File: src/rtl/imem_sync_if.sv
// Fetch and program-load bus for the synchronous instruction memory.
// master drives requests; slave returns the registered fetch result.
interface imem_sync_if #(
  parameter int CNT_W = 16
);
  logic             fetch_req;
  logic             stall;
  logic [31:0]      PC;
  logic             prog_mode;
  logic             prog_we;
  logic [31:0]      prog_addr;
  logic [31:0]      prog_data;
  logic [31:0]      instruction_code;
  logic             instr_valid;
  logic             fault;
  logic [CNT_W-1:0] fetch_count;

  modport master (
    output fetch_req, stall, PC,
    output prog_mode, prog_we,
    output prog_addr, prog_data,
    input  instruction_code,
    input  instr_valid, fault,
    input  fetch_count
  );

  modport slave (
    input  fetch_req, stall, PC,
    input  prog_mode, prog_we,
    input  prog_addr, prog_data,
    output instruction_code,
    output instr_valid, fault,
    output fetch_count
  );
endinterface

File: src/rtl/imem_sync.sv
// Instruction memory with registered 1-cycle fetch, program port,
// fault flagging and a saturating fetch counter.
module imem_sync #(
  parameter int DEPTH   = 64,
  parameter int PRELOAD = 1,
  parameter int CNT_W   = 16
) (
  input logic         clk,
  input logic         reset,
  imem_sync_if.slave  bus
);
  localparam int AW = $clog2(DEPTH);
  localparam logic [31:0] NOP = 32'h0000_0013;

  logic [31:0]      mem [DEPTH];
  logic [31:0]      code_q;
  logic             valid_q;
  logic             fault_q;
  logic [CNT_W-1:0] cnt_q;

  logic          accept;
  logic          rd_ok;
  logic          wr_ok;
  logic [AW-1:0] rd_idx;
  logic [AW-1:0] wr_idx;

  function automatic logic [31:0] boot_word(int i);
    logic [31:0] w;
    w = NOP;
    if (PRELOAD == 1) begin
      unique case (i)
        0: w = 32'h0094_0333;
        1: w = 32'h4139_03b3;
        2: w = 32'h017b_4e33;
        3: w = 32'h00f7_68b3;
        4: w = 32'h00d6_7fb3;
        5: w = 32'h019c_1eb3;
        6: w = 32'h01bd_5f33;
        default: w = NOP;
      endcase
    end
    return w;
  endfunction

  assign accept = bus.fetch_req
                & ~bus.stall
                & ~bus.prog_mode;
  assign rd_idx = bus.PC[AW+1:2];
  assign wr_idx = bus.prog_addr[AW+1:2];

  // Aligned and below 4*DEPTH: upper bits must all be zero.
  assign rd_ok = (bus.PC[1:0] == 2'b00)
               && (bus.PC[31:AW+2] == '0);
  assign wr_ok = bus.prog_mode & bus.prog_we
               && (bus.prog_addr[1:0] == 2'b00)
               && (bus.prog_addr[31:AW+2] == '0);

  always_ff @(posedge clk or posedge reset) begin
    if (reset) begin
      for (int i = 0; i < DEPTH; i++)
        mem[i] <= boot_word(i);
    end else if (wr_ok) begin
      mem[wr_idx] <= bus.prog_data;
    end
  end

  always_ff @(posedge clk or posedge reset) begin
    if (reset) begin
      code_q  <= NOP;
      valid_q <= 1'b0;
      fault_q <= 1'b0;
      cnt_q   <= '0;
    end else begin
      if (!bus.stall) begin
        if (accept && rd_ok) begin
          code_q  <= mem[rd_idx];
          valid_q <= 1'b1;
          fault_q <= 1'b0;
        end else if (accept) begin
          code_q  <= NOP;
          valid_q <= 1'b1;
          fault_q <= 1'b1;
        end else begin
          code_q  <= NOP;
          valid_q <= 1'b0;
          fault_q <= 1'b0;
        end
      end
      if (accept && (cnt_q != '1))
        cnt_q <= cnt_q + 1'b1;
    end
  end

  assign bus.instruction_code = code_q;
  assign bus.instr_valid      = valid_q;
  assign bus.fault            = fault_q;
  assign bus.fetch_count      = cnt_q;
endmodule

File: src/flat_wrapper.sv
// flat-port wrapper written by rule: the top's interface ports become plain ports
module imem_sync_flat 
#(
  parameter int DEPTH   = 64,
  parameter int PRELOAD = 1,
  parameter int CNT_W   = 16
)
  (clk, reset, bus_fetch_req, bus_stall, bus_PC, bus_prog_mode, bus_prog_we, bus_prog_addr, bus_prog_data, bus_instruction_code, bus_instr_valid, bus_fault, bus_fetch_count);
  imem_sync_if #(.CNT_W(CNT_W)) bus_i ();
  input logic clk;
  input logic reset;
  input wire logic [$bits(bus_i.fetch_req)-1:0] bus_fetch_req;
  input wire logic [$bits(bus_i.stall)-1:0] bus_stall;
  input wire logic [$bits(bus_i.PC)-1:0] bus_PC;
  input wire logic [$bits(bus_i.prog_mode)-1:0] bus_prog_mode;
  input wire logic [$bits(bus_i.prog_we)-1:0] bus_prog_we;
  input wire logic [$bits(bus_i.prog_addr)-1:0] bus_prog_addr;
  input wire logic [$bits(bus_i.prog_data)-1:0] bus_prog_data;
  output wire logic [$bits(bus_i.instruction_code)-1:0] bus_instruction_code;
  output wire logic [$bits(bus_i.instr_valid)-1:0] bus_instr_valid;
  output wire logic [$bits(bus_i.fault)-1:0] bus_fault;
  output wire logic [$bits(bus_i.fetch_count)-1:0] bus_fetch_count;
  assign bus_i.fetch_req = bus_fetch_req;
  assign bus_i.stall = bus_stall;
  assign bus_i.PC = bus_PC;
  assign bus_i.prog_mode = bus_prog_mode;
  assign bus_i.prog_we = bus_prog_we;
  assign bus_i.prog_addr = bus_prog_addr;
  assign bus_i.prog_data = bus_prog_data;
  assign bus_instruction_code = bus_i.instruction_code;
  assign bus_instr_valid = bus_i.instr_valid;
  assign bus_fault = bus_i.fault;
  assign bus_fetch_count = bus_i.fetch_count;
  imem_sync #(.DEPTH(DEPTH), .PRELOAD(PRELOAD), .CNT_W(CNT_W)) u_core (.clk(clk), .reset(reset), .bus(bus_i));
endmodule
File: config.mk
export PLATFORM = sky130hd
export DESIGN_NAME = imem_sync_flat
export DESIGN_NICKNAME = d
export VERILOG_FILES = /design/src/rtl/imem_sync_if.sv /design/src/rtl/imem_sync.sv /design/src/flat_wrapper.sv
export SDC_FILE = /design/constraint.sdc
export NUM_CORES = 2
export LEC_CHECK = 0
export BUFFER_PORTS_ARGS = -buffer_cell sky130_fd_sc_hd__buf_2
export CAP_MARGIN = 20
export CORE_AREA = 2 2 404 406
export CTS_CLUSTER_SIZE = 40
export DETAILED_ROUTE_END_ITERATION = 8
export DIE_AREA = 0 0 406 408
export HOLD_SLACK_MARGIN = 0.06
export PLACE_DENSITY_LB_ADDON = 0.25
export SYNTH_ARGS = -nofsm -noshare
export SYNTH_HDL_FRONTEND = slang
export SYNTH_SLANG_ARGS = --single-unit
export TNS_END_PERCENT = 100
File: constraint.sdc
create_clock -name clk -period 64.6 [get_ports clk]
set_clock_uncertainty 0.05 [all_clocks]
set_input_delay 0 -clock clk [delete_from_list [all_inputs] [get_ports clk]]
set_output_delay 0 -clock clk [all_outputs]
set_load 0.01 [all_outputs]
==> impl_metrics.ini <==
[run_status]
outcome = finished clean

[sta]
finalSetupViolCount = 0
maxSlewHeadroom_pct = 22.4
fmax_ghz = 0.189
slew_violations = 0
post-route-min-period_ns = 5.28
rsz0062_at_grt = no
fin_setup_tns_ns = 0
worst_pin_slew_ns = 1.16
hold_violations = 0
post-route-period-util_pct = 8.17

[placed_design]
dp_hpwl_microns = 153000
port_buffers = 151
place.gp.congestion = 0.823

[floorplanning]
initial_core_util_pct = 59.5
die_area_sq_um = 166000
core_region_area_sq_um = 162000
rows = 148
die_w_microns = 406
num_io_pins = 152
die_h_microns = 408

[yosys]
synthArstFlopShare_pct = 100
synth-main-ff-cell = dfrtp_1
synth-edff-count = 0
ys_seq_area_share_pct = 54.9
synth_seq_cells = 2098
syn_nets = 6082
syn_avg_cell_area_sq_um = 16.1
syn_area_sq_um = 96200
yosys_warnings = 0
synth.distinct_cells = 60
netlist_instances = 5979

[layout]
regArea_sq_um = 52800
n_fill_cell = 11115
drive_gt1_share_pct = 56.9
multi_input_area_sq_um = 40600
fin_util_pct = 65.8
area_growth_pct = 10.5
nNetsFinal = 6062

[setup_path]
r2r_cells = 5
critPathArrivalTime_ns = 6.22
critPathLaunch = reset
crit_path_start_kind = input port
path_class = input port to asynchronous set/reset pin
reg2reg_from = u_core.mem[326]
r2r-end = u_core.bus.instruction_code[6]
cp.required_ns = 65.54
crit_fanout = 191
crit_path_end_kind = asynchronous set/reset pin
rrSetupSlack_ns = 62.09

[detailed_routing]
avgRoutedWirePerCell_microns = 32.4
vias_per_cell = 6.70
ant_nets = 0
vias = 55743
drt-pass1-iter-count = 5
drtIter0Drc = 5637
routed_wl_microns = 269000
drc = 0

[clock_network]
post_cts_resized = 0
max-clock-path-buffers = 3
cts_root_buffer = clkbuf_16
post_cts_buffers = 0
clock_latency_ns = 0.87
cts_tree = built
path_clk_slew_ns = 0.06
htreeDepth = 4
cts_made_buffers = 211
cts_sinks = 2098

[power_and_ir_drop]
p_int_uw = 2050
power_switching_share_pct = 23.4
seqPwrFrac_pct = 49.2
total_power_uw = 2680
clockPowerShare_pct = 46.4
p_leak_uw = 0.0508
peakVddDrop_v = 0.0000330
p_comb_share_pct = 4.4
p_sw_uw = 625
p_per_area_nw_per_um2 = 25.2

[min_path]
holdCritStartpoint = bus_PC[19]
hold_end = u_core.bus.instruction_code[0]
hp-class = input port to flip-flop
hold_depth = 6

[grt]
grt_pass1_wl_microns = 397000
overflow = 0
grt_antenna_before_repair = 17
grtUsageTotal_pct = 33.1
grt_max_degree = 200
grt_pass1_vias = 57175

[job]
cap_violations = 0
## power by group through the flow
stage / combinational [uW] / clock, uW / sequential (uW)
finish: 118 / 1240 / 1320
global route: 127 / 1310 / 1320
CTS: 117 / 1260 / 1320
detailed placement: 114 / 0 / 1340
global placement: 112 / 0 / 1340
floorplan: 76.2 / 0 / 1350
## cells in the final DEF (no fill, tap or decap), types with 16 or more instances in the layout
master,synthesis,final
buf_4,130,141
o22ai_1,47,47
nand3_1,36,36
a211oi_1,18,18
dlygate4sd3_1,0,64
o21ai_0,24,24
dfstp_2,274,274
a21oi_1,24,24
mux2_1,150,150
nor3_1,16,16
clkinv_2,0,37
nand2_1,47,47
dfrtp_1,1824,1824
mux2i_1,110,110
nor2_1,33,32
buf_2,175,146
nor3_4,18,65
clkbuf_16,0,211
mux4_2,524,524
clkbuf_8,0,65
clkbuf_1,257,55
mux2_2,1955,1955
a22oi_1,28,28
## metrics by stage
step / hold WS (ns) / cell area, sq um / worst slack, ns / cells
global placement: 0.136 / 98200 / 59.25 / 7842
global route: 0.103 / 106000 / 58.57 / 8320
detailed placement: 0.147 / 98300 / 59.13 / 7846
floorplan: 0.283 / 96200 / 5.74 / 5979
CTS: 0.0864 / 106000 / 58.86 / 8299
finish: 0.0902 / 106000 / 59.32 / 8323
## worst max path at each step
stage | slack, ns | depth (start not counted) | endpoint
floorplan | 5.74 | 1 | u_core.bus.fault
global placement | 59.25 | 7 | u_core.mem[382]
detailed placement | 59.13 | 7 | u_core.mem[382]
CTS | 58.86 | 9 | u_core.mem[1059]
global route | 58.57 | 10 | u_core.mem[708]
finish | 59.32 | 10 | u_core.mem[932]
## Yosys cell counts, types with 5 or more instances
cell type / instances / area, sq um
mux2_2: 1955 / 22000
dfrtp_1: 1824 / 45600
mux4_2: 524 / 11800
dfstp_2: 274 / 7200
clkbuf_1: 257 / 965
buf_2: 175 / 876
mux2_1: 150 / 1690
buf_4: 130 / 976
mux2i_1: 110 / 1100
nand2_1: 47 / 176
nor3_2: 47 / 470
o22ai_1: 47 / 294
buf_1: 46 / 173
nand3_1: 36 / 180
nor2_1: 33 / 124
a22oi_1: 28 / 210
a21oi_1: 24 / 120
o21ai_0: 24 / 120
a211oi_1: 18 / 135
nor3_4: 18 / 293
nor3_1: 16 / 80.1
nor4_1: 16 / 100
a32oi_1: 14 / 123
nand4_1: 14 / 87.6
a221oi_1: 12 / 105
nand3b_1: 10 / 75.1
nor2b_1: 10 / 62.6
o211ai_1: 10 / 75.1
xnor2_1: 10 / 87.6
nand2b_1: 9 / 56.3
o41ai_1: 8 / 70.1
or3b_2: 8 / 70.1
o221ai_1: 7 / 61.3
a32o_1: 5 / 50.1
and4_1: 5 / 43.8
buf_6: 5 / 56.3
inv_1: 5 / 18.8
xor2_1: 5 / 43.8
## routing by layer
metal	vias up	part of all wire (%)	global-route usage, %	routed length, microns
met5	-	0.018	0	48
li1	22274	-	-	-
met2	2264	47	50.6	127000
met3	510	7.7	6.65	20700
met4	8	3.6	11.9	9680
met1	30687	42	47.6	112000
## timing repair
action                                  4_1_cts  5_1_grt
hold endpoints to repair                   2324        6
endpoints found under the setup margin        0        0
hold buffers                                 60        4
## flip-flops by register name, summed over array words and instances (netlist names)
register                     cells
u_core.mem                    2048
u_core.bus.instruction_code     32
u_core.bus.fetch_count          16
u_core.bus.fault                 1
u_core.bus.instr_valid           1
## final cells by class
| cell class | instances | area share (%) |
|---|---|---|
| clock inverters | 64 | 0.712 |
| repair buffers | 380 | 2.82 |
| diodes | 9 | 0.0212 |
| multi-input cells | 3262 | 38.2 |
| flip-flops and latches | 2098 | 49.7 |
| well taps | 2175 | 2.56 |
| clock buffers | 329 | 5.98 |
| inverters | 6 | 0.0282 |
## critical path, stage by stage
cell and delay [ns]:
dlygate4sd3_1 0.54, buf_2 0.12, dlygate4sd3_1 0.62, inv_8 0.51, buf_4 0.86, buf_12 0.68
buf_12 0.79, buf_12 0.71, buf_4 0.54, buf_16 0.30
## kinds of logic after synthesis
logic type / count (synthesis) / share of synthesized area, %
compound gates: 219 / 1.61
xor+xnor: 15 / 0.137
fa+ha+maj: 1 / 0.0130
buf+inv: 619 / 3.19
flops: 2098 / 54.9
mux: 2739 / 38.1
simple gates: 288 / 2.04
No activity file was read; power rests on OpenSTA's default activity.
